**src/rtl/sd_data_transmit_shift_register_pkg.sv**
```systemverilog
`default_nettype none
// ============================================================================
// Module  : sd_data_transmit_shift_register_pkg
// Brief   : Shared data-FSM state encodings and CRC16 constants for SD data path
// Rev     : 1.0 - initial release
// ============================================================================
package sd_data_transmit_shift_register_pkg;

  localparam int CRC_W  = 16;
  localparam int WORD_W = 32;
  localparam logic [CRC_W-1:0] CRC16_POLY = 16'h1021;

  typedef enum logic [3:0] {
    DATA_STATE_IDLE              = 4'd0,
    DATA_STATE_SEND_START_BIT    = 4'd1,
    DATA_STATE_SEND              = 4'd2,
    DATA_STATE_SEND_CRC          = 4'd3,
    DATA_STATE_SEND_END_BIT      = 4'd4,
    DATA_STATE_WAIT_BUSY         = 4'd5,
    DATA_STATE_RECEIVE_START_BIT = 4'd6,
    DATA_STATE_RECEIVE           = 4'd7,
    DATA_STATE_RECEIVE_CRC       = 4'd8,
    DATA_STATE_RECEIVE_END_BIT   = 4'd9
  } data_state_e;

  function automatic logic [WORD_W-1:0] byte_swap(input logic [WORD_W-1:0] w);
    return {w[7:0], w[15:8], w[23:16], w[31:24]};
  endfunction

endpackage
`default_nettype wire

```
**src/rtl/sd_data_transmit_shift_register_if.sv**
```systemverilog
`default_nettype none
// ============================================================================
// Module  : sd_data_transmit_shift_register_if
// Brief   : Data-FSM / tx-FIFO / pad-side bundle of the SD transmit shifter
// Rev     : 1.0 - initial release
// ============================================================================
interface sd_data_transmit_shift_register_if;
  import sd_data_transmit_shift_register_pkg::*;

  logic [3:0]        in_current_state;
  logic              in_data_width;
  logic [13:0]       in_has_send_bit;
  logic [11:0]       in_block_len;
  logic [WORD_W-1:0] sd_fifo_rdata;
  logic              sd_fifo_re;
  logic [3:0]        out_serial_data;
  logic [3:0]        out_data_oe;

  modport master (
    output in_current_state, in_data_width, in_has_send_bit, in_block_len,
    output sd_fifo_rdata,
    input  sd_fifo_re, out_serial_data, out_data_oe
  );

  modport slave (
    input  in_current_state, in_data_width, in_has_send_bit, in_block_len,
    input  sd_fifo_rdata,
    output sd_fifo_re, out_serial_data, out_data_oe
  );

endinterface
`default_nettype wire

```
**src/rtl/sd_data_transmit_shift_register_crc16_line.sv**
```systemverilog
`default_nettype none
// ============================================================================
// Module  : sd_crc16_line
// Brief   : One serial CRC16 (x^16+x^12+x^5+1) lane with clear/update/shift-out
// Rev     : 1.0 - initial release
// ============================================================================
module sd_crc16_line
  import sd_data_transmit_shift_register_pkg::*;
(
  input  wire logic clk,
  input  wire logic rst,
  input  wire logic i_clr,
  input  wire logic i_en,
  input  wire logic i_shift,
  input  wire logic i_din,
  output logic      o_msb
);

  logic [CRC_W-1:0] r_crc;
  logic             w_fb;

  assign w_fb  = r_crc[CRC_W-1] ^ i_din;
  assign o_msb = r_crc[CRC_W-1];

  always_ff @(posedge clk) begin
    if (rst || i_clr) begin
      r_crc <= '0;
    end else if (i_en) begin
      r_crc <= {r_crc[CRC_W-2:0], 1'b0} ^ (w_fb ? CRC16_POLY : '0);
    end else if (i_shift) begin
      r_crc <= {r_crc[CRC_W-2:0], 1'b0};
    end
  end

endmodule
`default_nettype wire

```
**src/rtl/sd_data_transmit_shift_register.sv**
```systemverilog
`default_nettype none
// ============================================================================
// Module  : sd_data_transmit_shift_register
// Brief   : Serialises tx-FIFO words onto DAT[0] or DAT[3:0] with per-line CRC16.
//           Build option SD_TX_BYTE_SWAP_EN sends byte 0 of each FIFO word first.
// Rev     : 1.0 - initial release
// ============================================================================
module sd_data_transmit_shift_register
  import sd_data_transmit_shift_register_pkg::*;
(
  input  wire logic                                in_sd_clk,
  input  wire logic                                hrst,
  input  wire logic                                in_soft_reset,
  sd_data_transmit_shift_register_if.slave         bus
);

  logic              w_rst;
  logic              w_wide;
  logic              w_st_start;
  logic              w_st_send;
  logic              w_st_crc;
  logic              w_st_end;
  logic [13:0]       w_last;
  logic              w_boundary;
  logic              w_pop;
  logic [WORD_W-1:0] w_load_word;
  logic [3:0]        w_din;
  logic [3:0]        w_crc_msb;
  logic [3:0]        w_ser;
  logic [3:0]        w_oe;

  logic [WORD_W-1:0] r_shift;
  logic [3:0]        r_ser;
  logic [3:0]        r_oe;

  assign w_rst      = hrst | ~in_soft_reset;
  assign w_wide     = bus.in_data_width;
  assign w_st_start = (bus.in_current_state == DATA_STATE_SEND_START_BIT);
  assign w_st_send  = (bus.in_current_state == DATA_STATE_SEND);
  assign w_st_crc   = (bus.in_current_state == DATA_STATE_SEND_CRC);
  assign w_st_end   = (bus.in_current_state == DATA_STATE_SEND_END_BIT);

  // 2048 bytes in 1-bit mode wraps to 0 before the decrement, giving 16383.
  assign w_last = w_wide ? ({1'b0, bus.in_block_len, 1'b0} - 14'd1)
                         : ({bus.in_block_len[10:0], 3'b000} - 14'd1);

  assign w_boundary = w_wide ? (bus.in_has_send_bit[2:0] == 3'h7)
                             : (bus.in_has_send_bit[4:0] == 5'h1F);
  assign w_pop      = w_st_start | (w_st_send & w_boundary & (bus.in_has_send_bit != w_last));
  assign bus.sd_fifo_re = w_pop & ~w_rst;

`ifdef SD_TX_BYTE_SWAP_EN
  assign w_load_word = byte_swap(bus.sd_fifo_rdata);
`else
  assign w_load_word = bus.sd_fifo_rdata;
`endif

  always_ff @(posedge in_sd_clk) begin
    if (w_rst) begin
      r_shift <= '0;
    end else if (w_pop) begin
      r_shift <= w_load_word;
    end else if (w_st_send) begin
      r_shift <= w_wide ? {r_shift[WORD_W-5:0], 4'h0} : {r_shift[WORD_W-2:0], 1'b0};
    end
  end

  generate
    for (genvar i = 0; i < 4; i++) begin : g_crc_lane
      logic w_lane_on;
      assign w_lane_on = w_wide || (i == 0);
      assign w_din[i]  = w_wide ? r_shift[WORD_W-4+i] : r_shift[WORD_W-1];

      sd_crc16_line u_crc (
        .clk     (in_sd_clk),
        .rst     (w_rst),
        .i_clr   (w_st_start),
        .i_en    (w_st_send & w_lane_on),
        .i_shift (w_st_crc & w_lane_on),
        .i_din   (w_din[i]),
        .o_msb   (w_crc_msb[i])
      );
    end
  endgenerate

  always_comb begin
    w_ser = 4'hF;
    w_oe  = 4'h0;
    if (w_st_send) begin
      w_ser = w_wide ? r_shift[WORD_W-1:WORD_W-4] : {3'b111, r_shift[WORD_W-1]};
      w_oe  = w_wide ? 4'hF : 4'h1;
    end else if (w_st_crc) begin
      w_ser = w_wide ? w_crc_msb : {3'b111, w_crc_msb[0]};
      w_oe  = w_wide ? 4'hF : 4'h1;
    end else if (w_st_end) begin
      w_oe  = w_wide ? 4'hF : 4'h1;
    end
  end

  always_ff @(posedge in_sd_clk) begin
    if (w_rst) begin
      r_ser <= 4'hF;
      r_oe  <= 4'h0;
    end else begin
      r_ser <= w_ser;
      r_oe  <= w_oe;
    end
  end

  assign bus.out_serial_data = r_ser;
  assign bus.out_data_oe     = r_oe;

endmodule
`default_nettype wire

```
**src/flat_wrapper.sv**
```systemverilog
// flat-port wrapper written by rule: the top's interface ports become plain ports
module sd_data_transmit_shift_register_flat import sd_data_transmit_shift_register_pkg::*;
  (in_sd_clk, hrst, in_soft_reset, bus_in_current_state, bus_in_data_width, bus_in_has_send_bit, bus_in_block_len, bus_sd_fifo_rdata, bus_sd_fifo_re, bus_out_serial_data, bus_out_data_oe);
  sd_data_transmit_shift_register_if bus_i ();
  input  wire logic in_sd_clk;
  input  wire logic hrst;
  input  wire logic in_soft_reset;
  input wire logic [$bits(bus_i.in_current_state)-1:0] bus_in_current_state;
  input wire logic [$bits(bus_i.in_data_width)-1:0] bus_in_data_width;
  input wire logic [$bits(bus_i.in_has_send_bit)-1:0] bus_in_has_send_bit;
  input wire logic [$bits(bus_i.in_block_len)-1:0] bus_in_block_len;
  input wire logic [$bits(bus_i.sd_fifo_rdata)-1:0] bus_sd_fifo_rdata;
  output wire logic [$bits(bus_i.sd_fifo_re)-1:0] bus_sd_fifo_re;
  output wire logic [$bits(bus_i.out_serial_data)-1:0] bus_out_serial_data;
  output wire logic [$bits(bus_i.out_data_oe)-1:0] bus_out_data_oe;
  assign bus_i.in_current_state = bus_in_current_state;
  assign bus_i.in_data_width = bus_in_data_width;
  assign bus_i.in_has_send_bit = bus_in_has_send_bit;
  assign bus_i.in_block_len = bus_in_block_len;
  assign bus_i.sd_fifo_rdata = bus_sd_fifo_rdata;
  assign bus_sd_fifo_re = bus_i.sd_fifo_re;
  assign bus_out_serial_data = bus_i.out_serial_data;
  assign bus_out_data_oe = bus_i.out_data_oe;
  sd_data_transmit_shift_register u_core (.in_sd_clk(in_sd_clk), .hrst(hrst), .in_soft_reset(in_soft_reset), .bus(bus_i));
endmodule
```
**config.mk**
```make
export PLATFORM = sky130hd
export DESIGN_NAME = sd_data_transmit_shift_register_flat
export DESIGN_NICKNAME = d
export VERILOG_FILES = /design/src/rtl/sd_data_transmit_shift_register_pkg.sv /design/src/rtl/sd_data_transmit_shift_register_if.sv /design/src/rtl/sd_data_transmit_shift_register_crc16_line.sv /design/src/rtl/sd_data_transmit_shift_register.sv /design/src/flat_wrapper.sv
export SDC_FILE = /design/constraint.sdc
export NUM_CORES = 1
export LEC_CHECK = 0
export BUFFER_PORTS_ARGS = -buffer_cell sky130_fd_sc_hd__buf_2
export CORE_MARGIN = 2
export CORE_UTILIZATION = 40
export CTS_CLUSTER_DIAMETER = 120
export CTS_CLUSTER_SIZE = 12
export DETAILED_ROUTE_END_ITERATION = 6
export PLACE_DENSITY_LB_ADDON = 0.1
export SLEW_MARGIN = 20
export SYNTH_ARGS = -nofsm -noshare
export SYNTH_HDL_FRONTEND = slang
export SYNTH_SLANG_ARGS = --single-unit
```
**constraint.sdc**
```tcl
create_clock -name in_sd_clk -period 10.75 [get_ports in_sd_clk]
set_clock_uncertainty 0.1 [all_clocks]
set_input_delay 2.6875 -clock in_sd_clk [delete_from_list [all_inputs] [get_ports in_sd_clk]]
set_output_delay 2.6875 -clock in_sd_clk [all_outputs]
set_load 0.05 [all_outputs]
```
### Yosys cells after proc, flatten, opt, wreduce, memory -nomap -nowiden

Index checks and enable logic that the tools add are counted.

| operators by class | value |
|---|---|
| add/subtract/negate cells | 2 |
| equality and inequality tests | 7 |
| muxes and demuxes | 28 |
| bitwise logic cells | 17 |
| reductions and logical operators | 4 |

Operators by type and width:

| cell | count |
|---|---|
| $mux W16 | 8 |
| $mux W32 | 3 |
| $xor A16 B13 Y16 | 4 |
| $mux W13 | 4 |
| $mux W4 | 8 |
| $mux W14 | 1 |
| $ne A14 B14 Y1 | 1 |
| $sub A13 B1 Y14 const B | 1 |
| $sub A14 B1 Y14 const B | 1 |
| $eq A4 B2 Y1 const B | 2 |
| $reduce_bool A2 Y1 | 3 |
| $and A1 B1 Y1 | 5 |
| $eq A5 B5 Y1 const B | 1 |
| $eq A4 B1 Y1 const B | 1 |
| $eq A4 B3 Y1 const B | 1 |
| $mux W1 | 4 |
| $xor A1 B1 Y1 | 4 |
| $eq A3 B3 Y1 const B | 1 |
| $not A1 Y1 | 2 |
| $or A1 B1 Y1 | 2 |
| $logic_or A1 B1 Y1 | 1 |

| storage, ports and cells | value |
|---|---|
| flip-flop bits (word level) | 104 |
| input bits | 66 |
| output and inout bits | 9 |
| logic and storage cells | 65 |

### Logic depth before layout (Yosys ltp)

Gate-level depths: netlist of run 1.

| logic depth | value |
|---|---|
| depth after elaboration | 6 |
| gate-level depth with buffers | 12 |
| gate-level depth less buffers | 10 |

### By module

A second synthesis of run 1 with hierarchy kept.

| second synthesis, totals | value |
|---|---|
| cell total of the unflattened synthesis | 697 |
| area total of the unflattened synthesis | 5487.8 um^2 |

By module, submodules not included:

| module | instances | cells each | area an instance (um^2) | sequential area each (um^2) |
|---|---|---|---|---|
| sd_data_transmit_shift_register | 1 | 405 | 2995.4 | 760.7 |
| sd_crc16_line | 4 | 73 | 623.1 | 320.3 |

### Worst setup path before layout of run 1

No wires, ideal clock.

| timing | value |
|---|---|
| path type | input-to-output |
| from | in bus_in_block_len[0] |
| to | out bus_sd_fifo_re |
| data arrival time | 5.367 ns |
| data required time | 7.963 ns |
| slack | 2.595 ns |
| stages on the path | 12 |
| buffers on the path | 2 |
| cell sequence | inv_1 -> ha_1 -> or4b_1 -> clkbuf_1 -> or2_2 -> o41ai_1 -> or3_1 -> a22oi_1 -> nand4_4 -> buf_4 -> nand2_1 -> nor2_1 |

| on the way | value |
|---|---|
| cells in the longest elaborated chain, start to end | 6 |
| elaborated cells on any way between the ends | 7 |
| classes of those cells | 2 x add/sub; 1 x eq/ne; 1 x mux; 3 x bitwise |

RTL lines:

| element | line | text |
|---|---|---|
| from (decl) | flat_wrapper.sv:11 | `input wire logic [$bits(bus_i.in_block_len)-1:0] bus_in_block_len;` |
| $sub A14 B1 Y14 / $sub A13 B1 Y14 (equally long branches) | sd_data_transmit_shift_register.sv:45, sd_data_transmit_shift_register.sv:44 |  |
| $mux W14 * | sd_data_transmit_shift_register.sv:44 | `assign w_last = w_wide ? ({1'b0, bus.in_block_len, 1'b0} - 14'd1)` |
| $ne A14 B14 Y1 * | sd_data_transmit_shift_register.sv:49 | `assign w_pop = w_st_start \| (w_st_send & w_boundary & (bus.in_has_send_bit != w_last));` |
| $and A1 B1 Y1 * | sd_data_transmit_shift_register.sv:49 |  |
| $or A1 B1 Y1 * | sd_data_transmit_shift_register.sv:49 |  |
| $and A1 B1 Y1 * | sd_data_transmit_shift_register.sv:50 | `assign bus.sd_fifo_re = w_pop & ~w_rst;` |
| to (decl) | flat_wrapper.sv:13 | `output wire logic [$bits(bus_i.sd_fifo_re)-1:0] bus_sd_fifo_re;` |

Mark *: on every way between the ends. The rest lies on a longest branch, timed or not.

### Worst setup path in the final report of run 1

Same ends and word-level chain as after synthesis.

==> results of run 1 <==
==> sequential cells by signal, summed over array words and instances, names as in the netlist <==
name	cells
u_core.r_shift	32
u_core.bus.out_data_oe	2
u_core.bus.out_serial_data	4
u_core.g_crc_lane.u_crc.r_crc	64
==> stage by stage <==
stage / util (%) / hold WS, ns
after floorplan: - / 0.332
after global placement: 44.9 / 0.337
after detailed placement: 44.9 / 0.344
after CTS: 47.2 / 0.355
after global routing: 47.2 / 0.359
final: 47.2 / 0.351
==> final cells by class <==
type / count / area [µm²] / area share, %
Timing Repair Buffer: 82 / 430 / 7.17
Tap cell: 172 / 215 / 3.58
Clock inverter: 7 / 66.3 / 1.10
Clock buffer: 9 / 225 / 3.75
Sequential cell: 102 / 2040 / 34.0
Inverter: 7 / 26.3 / 0.438
Multi-Input combinational cell: 492 / 3000 / 50.0
==> worst register-to-register path: stages (launching register included) <==
cell,delay (ns)
dfxtp_1,0.35
mux2i_1,0.30
xnor2_1,0.17
nand2_1,0.14
xor2_1,0.17
a211oi_1,0.21
==> how the worst min path moves through the flow <==
stage	from	to	slack [ns]
after detailed placement	u_core.g_crc_lane[3].u_crc.r_crc[13]	u_core.g_crc_lane[3].u_crc.r_crc[14]	0.34
after global placement	u_core.g_crc_lane[2].u_crc.r_crc[3]	u_core.g_crc_lane[2].u_crc.r_crc[4]	0.34
after CTS	u_core.g_crc_lane[3].u_crc.r_crc[13]	u_core.g_crc_lane[3].u_crc.r_crc[14]	0.35
after floorplan	u_core.g_crc_lane[0].u_crc.r_crc[9]	u_core.g_crc_lane[0].u_crc.r_crc[10]	0.33
after global routing	u_core.g_crc_lane[2].u_crc.r_crc[3]	u_core.g_crc_lane[2].u_crc.r_crc[4]	0.36
final	u_core.g_crc_lane[3].u_crc.r_crc[12]	u_core.g_crc_lane[3].u_crc.r_crc[13]	0.35
==> cells in the mapped netlist (2+ instances only) <==
library cell  number
a211o_1            3
mux2i_1           62
xnor2_1           19
inv_1              7
a31oi_1            3
o21ai_0           11
a221o_1           28
o32a_1             3
or3_1              9
o211ai_1           4
nor2_1            58
o41ai_1            2
nand2_1          152
nor3_1             8
or4_1              3
nand2b_1           6
nand3_1            5
a211oi_1           8
a22oi_1            2
xor2_1             7
and2_1             2
nor4_1             4
a21oi_1           65
buf_6              2
nor3b_1            3
o221ai_1           2
dfxtp_1          102
buf_4              3
clkbuf_1          35
and3_1             3
o2111ai_1          3
buf_1              6
==> logic make-up after synthesis <==
kind of cell,Yosys count
xor+xnor,26
mux,62
flops,102
simple gates,260
buf+inv,54
compound gates,143
fa+ha+maj,1
==> metal layers <==
metal  up-vias  global-route usage [%]  wire length, µm
li1       2377                       -                -
met1      2198                    23.6             5790
met2        80                    28.6             5800
met3         8                    4.15              492
met4         0                    5.73              102
met5         -                       0                0
==> report_power, final <==
group	internal [µW]	switching [µW]	total (µW)	leakage, µW
clock	163	154	316	0.000142
sequential	379	0.840	380	0.000822
combinational	27.2	45.4	72.7	0.00131
==> metrics.cfg, run 1 <==
[cells_and_area]
layout_common_cells = 152 x nand2_1, 102 x dfxtp_1, 74 x buf_2
layout_commonest_cell = nand2_1
diodes = 0
fin_area_um2 = 6010
syn_to_final_growth_pct = 14.3
drive_above_1_share_pct = 15.5
fillers = 1328
finalNonFillerCells = 871
fin_nets = 761

[timing]
timing.setup.tns_ns = 0
slew_viol_final = 0
final-hold-violation-count = 0
finalCritPeriodShare_pct = 82.4
worstMarginPinSlew_ns = 0.797
min_period_ns = 8.86
slew_headroom_pct = 46.8
rsz0062_at_grt = no
setup_viol = 0
fmax_mhz = 113
setup_slack_ns = 1.89

[yosys]
ys_ff_latch = 102
synth_compound_area_share_pct = 19.0
syn_avg_cell_area_um2 = 8.11
synth-simple-area-share_pct = 21.3
synth.cell_area_um2 = 5250
async_flop_share_pct = 0
synth_mux_area_share_pct = 11.8
synthDominantCellAreaShare_pct = 38.9
synth_nets = 715
ys_seq_area_share_pct = 38.9
ys_types = 50
synth_edf_count = 0
synth_top_family_by_area = simple AND/OR/NAND/NOR gates
synth_top_cells_by_area = dfxtp_1 39%, mux2i_1 12%, nand2_1 11%
ys.flop_type = dfxtp_1
synthesis.instances = 648
synth_warnings = 0
yosysTopAreaCell = dfxtp_1
synth_fa_ha_area_share_pct = 0.238
yosys.area_share.xor_xnor_pct = 4.34

[clocking]
cts_setup_buffers = 0
cts_buffer_depth = 2
cts_root_buf = clkbuf_16
cts_resized = 0
cts.sinks = 102
ctsHoldBuffers = 0
cts_tree = built
clock_latency_ns = 0.34
h-tree-depth = 3
clk_pin_slew_ns = 0.07
numCtsBuffers = 9

[detailed_routing]
final_antenna_net_count = 0
first_pass_iters = 4
drt_iter0_markers = 321
drc = 0
wl_per_cell_um = 14.0
via_per_inst = 5.35
routed_wl_um = 12200
routed-via-count = 4663

[critical_path]
cp.buffers_inverters = 3
crit_top_cell = buf_2
startpoint = bus_in_block_len[0]
cp-start-kind = input pin
ff2ff_setup_slack_ns = 9.24
r2r-end = u_core.g_crc_lane[0].u_crc.r_crc[5]
crit_chain = buf_2, inv_1, ha_1, or4b_1, o2111ai_1, nand4_1, or3_1, a2111oi_4, nand4_4, nand2_1, nor2_1, buf_2
rr_worst_depth = 5
crit_type = in -> out
max_stage_delay_ns = 0.66
end_kind = output port
worst-path-stages = 12
r2r_start = u_core.r_shift[31]
crit_fanout = 36
cp_slowest_cell = nand4_4
critical-path-top-delay-family = simple AND/OR/NAND/NOR gates
crit_path_end = bus_sd_fifo_re
arrival_ns = 6.08
cp.required_ns = 7.96

[pwr]
peakVddDrop_v = 0.0000830
p_total_uw = 769
powerDensity_nw_per_um2 = 128
leakagePower_uw = 0.00227

[floorplanning]
ios = 75
start_util_pct = 41.3
die_x_um = 119
row_count = 41
die_h_um = 119
die-area_um2 = 14100
core-area_um2 = 12700

[place]
pre_cts_slack_ns = 1.86
place_area_um2 = 5710
dp_hpwl_um = 8050
dp_cells = 855
port_buffers = 74
place_congestion = 0.887

[run]
max_cap_violations = 0

[grt]
grt_max_degree = 66
grt_pass1_wl_um = 20900
grt_pass1_vias = 4367
grt_usage_pct = 17.8
antenna_found_initial = 0
gr-total-overflow = 0

[min_path]
whs_path_depth = 2
hold_path.class = reg -> reg

[status]
status = complete, no violations

Note: power is estimated with default switching activity, not from simulation.
==> run 2, diff against run 1 <==
clock period = 8.88 ns   (was 10.75 ns; I/O delays follow)
==> metrics.cfg, run 2 (same netlist as run 1, synthesis figures left out) <==
[cells_and_area]
utilization_pct = 47.2
layout_commonest_cell = nand2_1
diodes = 0
largest_register_ffs = 64
fin_area_um2 = 6000
drive_above_1_share_pct = 15.4
top_register = u_core.g_crc_lane.u_crc.r_crc
syn_to_final_growth_pct = 14.3
layout_common_cells = 152 x nand2_1, 102 x dfxtp_1, 74 x buf_2
fin_nets = 762

[status]
status = complete, no violations

[timing]
fmax_mhz = 139
worstMarginPinSlew_ns = 0.661
setup_viol = 0
rsz0062_at_grt = no
final-hold-violation-count = 0
slew_headroom_pct = 55.9
timing.setup.tns_ns = 0
min_period_ns = 7.19
slew_viol_final = 0
finalCritPeriodShare_pct = 80.9

[detailed_routing]
drc = 0
routed_wl_um = 12500
routed-via-count = 4666
wl_per_cell_um = 14.3
final_antenna_net_count = 0
via_per_inst = 5.35
drt_iter0_markers = 349
first_pass_iters = 4

[clocking]
cts_buffer_depth = 2
cts_root_buf = clkbuf_16
clock_latency_ns = 0.35
cts.sinks = 102
clk_pin_slew_ns = 0.07
cts_tree = built
cts_setup_buffers = 0
numCtsBuffers = 9
cts_resized = 0
h-tree-depth = 3
ctsHoldBuffers = 0

[grt]
gr-total-overflow = 0
grt_pass1_wl_um = 20800
antenna_found_initial = 0
grt_max_degree = 66
grt_pass1_vias = 4334
grt_usage_pct = 17.8

[critical_path]
cp-start-kind = input pin
cp.required_ns = 6.56
crit_top_cell = buf_2
crit_chain = buf_2, inv_1, ha_1, or4b_1, o2111ai_1, nand4_1, or3_1, a2111oi_4, nand4_4, nand2_1, nor2_1, buf_2
critical-path-top-delay-family = simple AND/OR/NAND/NOR gates
crit_type = in -> out
max_stage_delay_ns = 0.64
cp.buffers_inverters = 3
arrival_ns = 4.87
crit_fanout = 10
cp_slowest_cell = or4b_1
end_kind = output port

[floorplanning]
die-area_um2 = 14100
die_h_um = 119
ios = 75
row_count = 41
core-area_um2 = 12700
start_util_pct = 41.3
die_x_um = 119

[place]
place_area_um2 = 5720
dp_hpwl_um = 8270
place_congestion = 0.865
port_buffers = 74

[pwr]
peakVddDrop_v = 0.000133
p_sw_uw = 240
clock_power_share_pct = 41.0
combPwrFrac_pct = 9.5
powerDensity_nw_per_um2 = 155
seq_power_share_pct = 49.5
leakagePower_uw = 0.00227
swShare_pct = 25.9
p_int_uw = 687

[run]
max_cap_violations = 0

[min_path]
hold_path.class = reg -> reg

==> run 2: worst reg2reg max path: cells and delay by family, from the launching register on <==
family	cells	cell delay, ns
XOR/XNOR	2	0.34
AO/OA/AOI/OAI	1	0.21
multiplexers	1	0.29
AND/OR/NAND/NOR	1	0.14
flip-flops	1	0.36
==> run 2: final cells by class <==
| cell class | count | area (µm²) |
|---|---|---|
| flip-flops and latches | 102 | 2040 |
| clock buffers | 10 | 229 |
| clock inverters | 6 | 52.6 |
| inverters | 7 | 26.3 |
| well taps | 172 | 215 |
| multi-input cells | 492 | 3000 |
| repair buffers | 83 | 438 |
| fillers | 1335 | 6720 |
==> run 2: stage by stage <==
| stage | worst slack, ns | power, µW | hold slack [ns] | cells |
|---|---|---|---|---|
| after detailed placement | 1.68 | 559 | 0.343 | 856 |
| after global routing | 1.48 | 967 | 0.358 | 872 |
| after global placement | 1.72 | 557 | 0.337 | 856 |
| after CTS | 1.68 | 941 | 0.354 | 872 |
| after floorplan | 1.66 | 526 | 0.332 | 648 |
| final | 1.69 | 928 | 0.349 | 872 |
==> run 2: final timing paths <==
path | from | endpoint | slack, ns | depth (start not counted)
setup / recovery | bus_in_block_len[0] | bus_sd_fifo_re | 1.69 | 12
hold / removal | u_core.g_crc_lane[1].u_crc.r_crc[12] | u_core.g_crc_lane[1].u_crc.r_crc[13] | 0.35 | 2
setup reg to reg | u_core.r_shift[31] | u_core.g_crc_lane[0].u_crc.r_crc[5] | 7.36 | 5
hold reg to reg | u_core.g_crc_lane[1].u_crc.r_crc[12] | u_core.g_crc_lane[1].u_crc.r_crc[13] | 0.35 | 2
==> run 2: layer usage <==
metal | part of all wire [%] | track usage (%) | vias to the layer above
met5 | 0 | 0 | -
met4 | 1.4 | 4.99 | 0
met3 | 3.9 | 4.63 | 15
met2 | 48 | 29.1 | 83
met1 | 47 | 23.0 | 2195
li1 | - | - | 2373
==> run 2: power groups by stage <==
stage / clock [µW] / sequential, µW / combinational (µW)
final: 380 / 460 / 88.0
after global routing: 410 / 460 / 97.1
after CTS: 393 / 460 / 88.5
after detailed placement: 0 / 470 / 88.2
after global placement: 0 / 470 / 87.1
after floorplan: 0 / 471 / 54.6
==> run 3, diff against run 2 <==
ABC_AREA = 1   (was default)
clock period = 6.1 ns   (was 8.88 ns; I/O delays follow)
==> metrics.cfg, run 3 <==
[status]
status = complete, no violations

[timing]
finalCritPeriodShare_pct = 84.7
final-hold-violation-count = 0
worstMarginPinSlew_ns = 0.925
min_period_ns = 5.17
setup_viol = 0
rsz0062_at_grt = no
fmax_mhz = 194
setup_slack_ns = 0.932
timing.setup.tns_ns = 0
slew_headroom_pct = 38.3
slew_viol_final = 0

[yosys]
ys_types = 34
synthesis.instances = 857
synth.cell_area_um2 = 5590
ys_seq_area_share_pct = 36.6
synth_edf_count = 0
synth_top_cells_by_area = dfxtp_1 37%, nor2_1 10%, nand2_1 10%
async_flop_share_pct = 0
synth_nets = 924
syn_avg_cell_area_um2 = 6.52
ys_ff_latch = 102
synth_warnings = 0
synthDominantCellAreaShare_pct = 36.6
ys.flop_type = dfxtp_1
synth_common_cells = 156 x nor2_1, 149 x nand2_1, 111 x o21ai_0
yosysTopAreaCell = dfxtp_1
yosysMostFrequentCell = nor2_1

[detailed_routing]
wl_per_cell_um = 12.1
routed-via-count = 5262
final_antenna_net_count = 0
first_pass_iters = 4
via_per_inst = 4.85
routed_wl_um = 13100
drc = 0
drt_iter0_markers = 330

[min_path]
hold_end = u_core.g_crc_lane[0].u_crc.r_crc[7]
hold_start = u_core.g_crc_lane[0].u_crc.r_crc[7]
hold_path.class = reg -> reg
whs_path_depth = 2

[grt]
grt_usage_pct = 18.1
grt_pass1_vias = 4571
antenna_found_initial = 0
grt_max_degree = 64
grt_pass1_wl_um = 21800
gr-total-overflow = 0

[clocking]
cts_root_buf = clkbuf_16
cts.sinks = 102
cts_buffer_depth = 2
h-tree-depth = 3
ctsHoldBuffers = 0
numCtsBuffers = 9
cts_setup_buffers = 0
cts_tree = built
cts_resized = 0
clk_pin_slew_ns = 0.07
clock_latency_ns = 0.35

[critical_path]
end_kind = output port
max_stage_delay_ns = 0.32
rr_worst_depth = 6
cp.required_ns = 4.47
cp.buffers_inverters = 5
crit_type = in -> out
crit_chain = buf_2, nor2_1, inv_2, nor2_4, inv_2, nor2_4, inv_1, nor4_2, nand2_4, a21oi_1, buf_2
r2r_start = u_core.r_shift[30]
critical-path-top-delay-family = simple AND/OR/NAND/NOR gates
arrival_ns = 3.54
r2r-end = u_core.g_crc_lane[2].u_crc.r_crc[12]
cp-start-kind = input pin
ff2ff_setup_slack_ns = 4.67
cp_slowest_cell = buf_2
crit_fanout = 18

[floorplanning]
die_x_um = 122
core-area_um2 = 13800
ios = 75
die_h_um = 122
start_util_pct = 40.6
die-area_um2 = 14900
row_count = 43

[cells_and_area]
utilization_pct = 45.8
largest_register_ffs = 64
layout_common_cells = 153 x nor2_1, 149 x nand2_1, 111 x o21ai_0
layout_commonest_cell = nor2_1
top_register = u_core.g_crc_lane.u_crc.r_crc
multiInputGateArea_um2 = 2950
fin_nets = 967
drive_above_1_share_pct = 16.4
seq_area_um2 = 2040
fillers = 1540
diodes = 0
finalNonFillerCells = 1085
syn_to_final_growth_pct = 12.8

[pwr]
leakagePower_uw = 0.00283
powerDensity_nw_per_um2 = 234
p_total_uw = 1480
peakVddDrop_v = 0.000211

[place]
port_buffers = 74
dp_cells = 1069
place_congestion = 0.797
pre_cts_slack_ns = 0.926
dp_hpwl_um = 8560

[run]
max_cap_violations = 0

-- run 3: worst max path at each step --
stage / cells after the start / endpoint / start / slack, ns
floorplan: 12 / bus_sd_fifo_re / bus_in_block_len[0] / 0.98
global placement: 11 / bus_sd_fifo_re / bus_in_current_state[3] / 0.99
detailed placement: 11 / bus_sd_fifo_re / bus_in_current_state[3] / 0.93
CTS: 11 / bus_sd_fifo_re / bus_in_current_state[3] / 0.92
global route: 11 / bus_sd_fifo_re / bus_in_current_state[3] / 0.66
finish: 11 / bus_sd_fifo_re / bus_in_current_state[3] / 0.93
-- run 3: area by class of cell --
type | instances | area share [%]
clock buffer | 10 | 3.79
clock inverter | 6 | 1.49
inverter | 87 | 5.18
multi-input combinational | 618 | 46.7
sequential | 102 | 32.4
tap | 180 | 3.57
timing repair buffer | 82 | 6.83
-- run 3: stage by stage --
step	hold WS (ns)	cell area, µm²
5_1_grt	0.371	6300
2_1_floorplan	0.330	5590
3_3_place_gp	0.354	5970
4_1_cts	0.363	6300
3_5_place_dp	0.346	5970
6_report	0.360	6300
-- run 3: layer usage --
layer,global-route usage (%),wire length (µm)
met5,0,0
met4,5.24,165
met3,3.51,478
met2,27.5,5680
met1,26.0,6760
-- run 3: worst register-to-register path: cells and delay by family, from the launching register on --
family / cells / cell delay, ns
AND/OR/NAND/NOR: 1 / 0.13
AO/OA/AOI/OAI: 2 / 0.30
buffers and inverters: 1 / 0.07
XOR/XNOR: 2 / 0.34
flip-flops: 1 / 0.36
-- run 3: kinds of logic (layout without fill, tap and decap cells) --
group	count (synthesis)	after routing	synth area share, %
adders and majority gates	1	1	0.224
and+or+nand+nor	425	425	34.2
xor gates and xnor gates	10	10	1.57
DFF	102	102	36.6
buffers and inverters	137	185	10.8
AOI/OAI and AO/OA	182	182	16.6
-- run 3: report_power, final --
part           internal (µW)  switching (µW)
logic                   54.2             105
registers                676            5.52
clock network            374             262
total                   1100             373
